**src/rtl/la_readout_ctrl.sv**
```systemverilog
// Capture controller and readout streamer for the logic_analyzer delay-line sampler.
// Triggers a capture, latches the snapshot array, then streams entries oldest first.
module la_readout_ctrl #(
  parameter int unsigned ENTRY_LENGTH = 16,
  parameter int unsigned NUM_ENTRY    = 15,
  parameter int unsigned TRIG_WIDTH   = 4,
  parameter int unsigned TIMEOUT      = 255,
  localparam int unsigned IW = $clog2(NUM_ENTRY),
  localparam int unsigned PW = $clog2(ENTRY_LENGTH + 1)
) (
  input  logic                                   clk,
  input  logic                                   nrst,
  input  logic                                   start,
  output logic                                   trig_begin,
  input  logic                                   trig_end,
  input  logic [NUM_ENTRY-1:0][ENTRY_LENGTH-1:0] snap_in,
  output logic                                   out_valid,
  input  logic                                   out_ready,
  output logic [ENTRY_LENGTH-1:0]                out_data,
  output logic [IW-1:0]                          out_index,
  output logic [PW-1:0]                          out_ones,
  output logic                                   out_last,
  output logic                                   busy,
  output logic                                   done,
  output logic                                   timeout,
  output logic                                   overrun
);

  localparam int unsigned AW = $clog2(TRIG_WIDTH + 1);
  localparam int unsigned WW = $clog2(TIMEOUT + 1);

  typedef enum logic [1:0] {StIdle, StArm, StWait, StDrain} state_e;

  state_e                                 state_q, state_d;
  logic [AW-1:0]                          arm_q, arm_d;
  logic [WW-1:0]                          wdog_q, wdog_d;
  logic [IW-1:0]                          idx_q, idx_d;
  logic [NUM_ENTRY-1:0][ENTRY_LENGTH-1:0] snap_q, snap_d;
  logic                                   trig_q, trig_d;
  logic                                   valid_q, valid_d;
  logic                                   busy_q, busy_d;
  logic                                   done_q, done_d;
  logic                                   timeout_q, timeout_d;
  logic                                   overrun_q, overrun_d;
  logic                                   capture;
  logic [ENTRY_LENGTH-1:0]                cur_entry;
  logic [PW-1:0]                          ones;

  always_comb begin
    state_d   = state_q;
    arm_d     = arm_q;
    wdog_d    = wdog_q;
    idx_d     = idx_q;
    snap_d    = snap_q;
    trig_d    = trig_q;
    valid_d   = valid_q;
    done_d    = 1'b0;
    timeout_d = timeout_q;
    overrun_d = overrun_q;
    capture   = 1'b0;

    case (state_q)
      StIdle: begin
        if (start) begin
          timeout_d = 1'b0;
          overrun_d = 1'b0;
          arm_d     = AW'(TRIG_WIDTH);
          state_d   = StArm;
        end
      end
      StArm: begin
        // An early end pulse still captures; the arm window is simply cut short.
        if (trig_end) begin
          capture = 1'b1;
        end else if (arm_q != '0) begin
          trig_d = 1'b1;
          arm_d  = arm_q - 1'b1;
        end else begin
          trig_d  = 1'b0;
          wdog_d  = '0;
          state_d = StWait;
        end
      end
      StWait: begin
        if (trig_end) begin
          capture = 1'b1;
        end else if (wdog_q == WW'(TIMEOUT - 1)) begin
          timeout_d = 1'b1;
          state_d   = StIdle;
        end else begin
          wdog_d = wdog_q + 1'b1;
        end
      end
      StDrain: begin
        if (trig_end) begin
          overrun_d = 1'b1;
        end
        if (valid_q && out_ready) begin
          if (idx_q == '0) begin
            valid_d = 1'b0;
            done_d  = 1'b1;
            state_d = StIdle;
          end else begin
            idx_d = idx_q - 1'b1;
          end
        end
      end
      default: state_d = StIdle;
    endcase

    if (capture) begin
      snap_d  = snap_in;
      idx_d   = IW'(NUM_ENTRY - 1);
      trig_d  = 1'b0;
      valid_d = 1'b1;
      state_d = StDrain;
    end

    busy_d = (state_d != StIdle);
  end

  always_ff @(posedge clk or negedge nrst) begin
    if (!nrst) begin
      state_q   <= StIdle;
      arm_q     <= '0;
      wdog_q    <= '0;
      idx_q     <= '0;
      snap_q    <= '0;
      trig_q    <= 1'b0;
      valid_q   <= 1'b0;
      busy_q    <= 1'b0;
      done_q    <= 1'b0;
      timeout_q <= 1'b0;
      overrun_q <= 1'b0;
    end else begin
      state_q   <= state_d;
      arm_q     <= arm_d;
      wdog_q    <= wdog_d;
      idx_q     <= idx_d;
      snap_q    <= snap_d;
      trig_q    <= trig_d;
      valid_q   <= valid_d;
      busy_q    <= busy_d;
      done_q    <= done_d;
      timeout_q <= timeout_d;
      overrun_q <= overrun_d;
    end
  end

  assign cur_entry = snap_q[idx_q];

  always_comb begin
    ones = '0;
    for (int i = 0; i < ENTRY_LENGTH; i++) begin
      ones = ones + PW'(cur_entry[i]);
    end
  end

  assign trig_begin = trig_q;
  assign out_valid  = valid_q;
  assign out_data   = cur_entry;
  assign out_index  = idx_q;
  assign out_ones   = ones;
  // Gated by valid so the reset/idle value is 0 even though idx rests at 0.
  assign out_last   = valid_q && (idx_q == '0);
  assign busy       = busy_q;
  assign done       = done_q;
  assign timeout    = timeout_q;
  assign overrun    = overrun_q;

endmodule

```
**config.mk**
```make
export PLATFORM = sky130hd
export DESIGN_NAME = la_readout_ctrl
export DESIGN_NICKNAME = d
export VERILOG_FILES = /design/src/rtl/la_readout_ctrl.sv
export SDC_FILE = /design/constraint.sdc
export NUM_CORES = 1
export LEC_CHECK = 0
export ABC_AREA = 1
export CAP_MARGIN = 20
export CORE_MARGIN = 2
export CORE_UTILIZATION = 25
export DETAILED_ROUTE_END_ITERATION = 12
export GPL_ROUTABILITY_DRIVEN = 1
export MAX_ROUTING_LAYER = met4
export PLACE_DENSITY_LB_ADDON = 0.25
export SYNTH_ARGS = -nofsm -noshare
export SYNTH_HDL_FRONTEND = slang
export SYNTH_SLANG_ARGS = --single-unit
```
**constraint.sdc**
```tcl
create_clock -name clk -period 6.3 [get_ports clk]
set_input_delay 1.26 -clock clk [delete_from_list [all_inputs] [get_ports clk]]
set_output_delay 1.26 -clock clk [all_outputs]
set_load 0.05 [all_outputs]
```
==> results.cfg, run 1 <==
[floorplan]
die_area_sq_um = 53700
coreArea_sq_um = 51300
die_h_microns = 232
num_io_pins = 277
rows = 83
initial_core_util = 0.253
die_w_microns = 232

[hold_path]
hp-class = reg2reg

[critical_path]
crit_type = reg2out
critPathMaxFanout = 7
required_ns = 5.04
cp-end-kind = output pin
worstPathArrival_ns = 5.05
start_kind = register

[placed_design]
dp_slack_ns = 0.277
dp_hpwl_mm = 34.6
place.gp.congestion = 0.839
numPortBuffers = 276

[yosys]
yosys.area_share.simple = 0.323
synth-compound-area-share = 0.0776
post-synth-top-count-cell = nand2_1
synthAdderAreaFrac = 0.0290
yosysWarnings = 0
syn_avg_cell_area_sq_um = 7.54
synth_top_family_by_area = simple AND/OR/NAND/NOR gates
synth.net_count = 1987
ys_ff_latch = 263
syn_area_sq_um = 13000
yosysTopAreaCell = dfrtp_1
synth_common_cells = nand2_1, dfrtp_1, nor2_1
seq_area_frac_synth = 0.508
synth_cell_type_count = 29
synth_edf_count = 0
synthCells = 1718
synth-main-ff-cell = dfrtp_1
synthMuxAreaShare = 0
synth-xor-area-share = 0.00473
ys_async_sr_fraction = 1.00
yosys-top-cells-area = dfrtp_1, nand2_1, o21ai_0
yosysTopAreaCellShare = 0.508

[route]
vias = 12400
drc = 0
vias_per_cell = 4.57
drtAntennaViolNets = 0
drt_iter0_drc = 1110
drt_pre_antenna_iters = 5
wirelength_mm = 50.3
wl_per_cell_microns = 18.6

[job]
cap_violations = 0

[global_route]
antenna_found_initial = 4
grt_start_max_net_pins = 210
grt_pass1_wl_mm = 76.2
first_global_vias = 12500
overflow = 0
grt_usage = 0.193

[timing]
setup_viol_count_final = 1
final_max_slew_viol_count = 0
max_freq_mhz = 158
finalCritPeriodShare = 1.00
max_slew_margin = 0.208
clock_skew_ns = 0.0110
period_needed_ns = 6.31
fin_ws_ns = -0.0140
hold_ws_ns = 0.469
tightest_slew_ns = 1.19
fin_setup_tns_ns = -0.0140
rsz0062_at_grt = yes
final_hold_viol_count = 0

[cts]
cts.sinks = 263
numCtsBuffers = 34
path_clk_slew_ns = 0.06
clockRootBuffer = clkbuf_16
cts_max_level = 2
clockBufferDepth = 3
clk_latency_ns = 0.54
cts_tree = done

[run_status]
outcome = complete, but fails checks
violations = setup timing

[cells_and_area]
nets = 2268
area_delta_synth_final_pct = 41.2
multi_input_area_sq_um = 5770
fillers = 5375
register_area_sq_um = 6590
drive_gt1_frac = 0.0958
## routing by layer
metal	routed length, microns	up-vias	track usage
met5	0	-	-
met4	1650	0	0.0651
met3	3580	83	0.0463
met2	22100	419	0.284
met1	23000	5901	0.260
li1	-	5960	-
## area by class of cell
type / instances / share of cell area
flip-flops and latches: 263 / 0.360
multi-input cells: 1279 / 0.315
repair buffers: 346 / 0.197
clock buffers: 51 / 0.0579
well taps: 680 / 0.0465
inverters: 75 / 0.0168
clock inverters: 10 / 0.00561
diodes: 4 / 0.000547
## final timing paths
check,cells past startpoint,from,end,slack [ns]
max,19,out_index[0],out_ones[2],-0.01
min,2,snap_q[138],snap_q[138],0.47
max reg2reg,6,state_q[1],out_index[1],3.79
min reg2reg,2,snap_q[138],snap_q[138],0.47
max in group asynchronous,2,nrst,snap_q[192],4.20
min in group asynchronous,1,nrst,snap_q[31],0.76
## registers in the layout, summed over array words and instances (netlist names)
register,flops
state_q,2
busy,1
trig_begin,1
out_valid,1
done,1
out_index,4
timeout,1
arm_q,3
wdog_q,8
snap_q,240
overrun,1
## through the flow
stage / cells / util / area [sq um]
2_1_floorplan: 1718 / - / 13000
3_3_place_gp: 2603 / 0.322 / 16500
3_5_place_dp: 2603 / 0.322 / 16500
4_1_cts: 2698 / 0.353 / 18100
5_1_grt: 2708 / 0.357 / 18300
6_report: 2708 / 0.357 / 18300
## critical path: stages, from the launching register on
cell     delay, ns
dfrtp_4       0.51
buf_6         0.15
buf_12        0.14
buf_4         0.15
nor2_2        0.10
nor2_1        0.04
o21ai_1       0.11
nand3_2       0.15
nand3_2       0.12
nand2_2       0.06
inv_2         0.05
fa_1          0.40
inv_1         0.09
fa_2          0.45
fa_1          0.58
fa_1          0.42
ha_2          0.20
fa_2          0.41
xor2_2        0.21
buf_12        0.16
## logic make-up after synthesis
| group | Yosys count |
|---|---|
| compound gates | 182 |
| fa+ha+maj | 24 |
| flops | 263 |
| simple gates | 1066 |
| buf+inv | 176 |
| xor+xnor | 7 |
## placed cells by master, fill, tap and decap left out, types with 9 or more instances in the layout
cell type / netlist / layout
inv_1: 67 / 61
o21ai_0: 125 / 110
o21ai_1: 5 / 18
nand3_1: 90 / 80
nor2_1: 138 / 129
nand3_2: 0 / 10
o211ai_1: 35 / 35
nand4_1: 11 / 11
nand2_1: 814 / 803
inv_2: 5 / 9
clkbuf_16: 0 / 38
buf_4: 7 / 47
clkdlybuf4s50_1: 0 / 269
nand2_2: 0 / 10
dfrtp_1: 263 / 260
buf_12: 0 / 12
ha_1: 14 / 13
a21oi_1: 13 / 13
## timing repair
action                                 in CTS  in global routing
resized for setup                          43                 35
setup buffers                              30                  5
hold buffers                                0                  0
endpoints found under the hold margin       0                  0
pin swaps                                  23                 27
setup endpoints to repair                   4                  4
cloned                                      5                  1
Power of run 1 is not shown: default switching activity piles up to over one toggle a cycle in this logic, so the estimate is an artifact.
==> run 2: changes to the inputs <==
Settings changed: CORE_MARGIN 2 to default.
==> run 2 against run 1 <==
  * The run still ends with setup timing left
  * Die area down 1.7%
  * Sequential share of layout area about the same
  * Clock skew up 0.0072 ns
  * Register-to-register slack worse by 0.24 ns
  * Global-route usage about the same
  * Count of clock-buffer cells in the layout down 1
  * Design area down 0.13%
  * Highest routed layer unchanged
  * Fmax about the same
  * Critical path depth down 1
  * Non-clock buffer count down 11
  * Worst hold slack better by 0.0039 ns
  * Routed wire length down 0.27%
==> results.cfg, run 2 (same netlist as run 1, synthesis figures left out) <==
[critical_path]
cpLargestDelayFamily = adder cells
crit_type = reg2out
cp.buffers_inverters = 7
crit_path_start = out_index[0]
required_ns = 5.04
cpPeakStageDelay_ns = 0.56
path_cells = buf_12 -> clkinv_16 -> buf_16 -> buf_6 -> nor2_2 -> o211ai_1 -> nand3_1 -> nand2_2 -> fa_1 -> inv_2 -> fa_1 -> inv_1 -> fa_1 -> fa_1 -> ha_2 -> fa_2 -> xor2_2 -> buf_12
cp_slowest_cell = fa_1
worst-path-stages = 18
worstPathArrival_ns = 5.05
critPathMaxFanout = 7
cpMostUsedCell = fa_1
start_kind = register
cp-end-kind = output pin
reg2reg_from = state_q[1]
r2r_cells = 7

[hold_path]
worstHoldStart = snap_q[203]
hp-class = reg2reg
holdPathStages = 2

[route]
wirelength_mm = 50.2
drc = 0
drt_iter0_drc = 956
drt_pre_antenna_iters = 5
wl_per_cell_microns = 18.6
drtAntennaViolNets = 0
vias = 12200
vias_per_cell = 4.54

[timing]
fin_setup_tns_ns = -0.0118
max_slew_margin = 0.318
finalCritPeriodShare = 1.00
tightest_slew_ns = 1.02
fin_ws_ns = -0.0118
period_needed_ns = 6.31
max_freq_mhz = 158
rsz0062_at_grt = yes
final_hold_viol_count = 0
clock_skew_ns = 0.0182
final_max_slew_viol_count = 0
setup_viol_count_final = 1

[placed_design]
placed_cells = 2608
place.gp.congestion = 0.833
place_area_sq_um = 16500
dp_slack_ns = 0.397
numPortBuffers = 276
dp_hpwl_mm = 35.7

[cells_and_area]
final_common_cell = nand2_1
top_register = snap_q
fin_area_sq_um = 18300
drive_gt1_frac = 0.0819
area_delta_synth_final_pct = 41.0
instances_no_fill = 2697
mostFrequentLayoutCells = nand2_1, clkdlybuf4s50_1, dfrtp_1
largest_reg_flops = 240
nets = 2259

[run_status]
violations = setup timing
outcome = complete, but fails checks

[floorplan]
initial_core_util = 0.253
rows = 83
coreArea_sq_um = 51300
num_io_pins = 277
die_h_microns = 230
die_area_sq_um = 52700
die_w_microns = 230

[cts]
clockBufferDepth = 3
cts_tree = done
clockRootBuffer = clkbuf_16
cts_max_level = 2
ctsHoldBuffers = 0
numCtsBuffers = 35
path_clk_slew_ns = 0.06
cts.sinks = 263
clk_latency_ns = 0.54

[global_route]
grt_start_max_net_pins = 197
overflow = 0
antenna_found_initial = 2
grt_usage = 0.193
first_global_vias = 12200
grt_pass1_wl_mm = 75.1

[job]
cap_violations = 0
## run 2: changes by cell type in the layout (fill, tap and decap cells not counted), sizes merged
cell | previous run | this run
clkinvlp | 2 | 4
diode | 4 | 2
clkbuf | 52 | 56
bufinv | 2 | 3
clkdlybuf4s50 | 269 | 270
inv | 72 | 75
clkinv | 9 | 6
buf | 75 | 58
## run 2: final cells by class
class | count | area, sq um
Clock inverter | 12 | 153
Antenna cell | 2 | 5.00
Timing Repair Buffer | 335 | 3600
Timing Repair inverter | 1 | 11.3
Clock buffer | 50 | 982
Inverter | 75 | 318
Tap cell | 680 | 851
Multi-Input combinational cell | 1279 | 5760
Sequential cell | 263 | 6590
Fill cell | 5427 | 33000
## run 2: path summary, 6_finish.rpt
check,slack [ns],to
max reg2reg,3.55,snap_q[101]
max,-0.01,out_ones[2]
max in group asynchronous,4.18,out_index[0]
min reg2reg,0.47,snap_q[203]
min,0.47,snap_q[203]
min in group asynchronous,0.72,snap_q[122]
## run 2: tightest hold or removal path: cells and delay by family (launching register included)
family,cells,cell delay [ns]
DFF,1,0.33
and+or+nand+nor,2,0.10
## run 2: per-stage QoR
step,utilization,hold WS [ns]
6_report,0.356,0.473
5_1_grt,0.356,0.494
4_1_cts,0.347,0.476
3_5_place_dp,0.322,0.460
3_3_place_gp,0.322,0.457
2_1_floorplan,-,0.441
## run 2: repair_timing
| action | in CTS | in global routing |
|---|---|---|
| cloned | 2 | 8 |
| buffers inserted | 3 | 11 |
| gates resized for setup | 23 | 49 |
| endpoints found under the setup margin | 4 | 4 |
| pin swaps | 2 | 8 |
## run 2: per-layer routing
layer,up-vias,routed length [microns],global-route usage,share of wire
li1,5931,-,-,-
met3,81,3190,0.0362,0.064
met2,386,22500,0.290,0.45
met4,0,1500,0.0642,0.030
met1,5845,23000,0.261,0.46
met5,-,0,-,0
Power of run 2 is left out for the same reason.
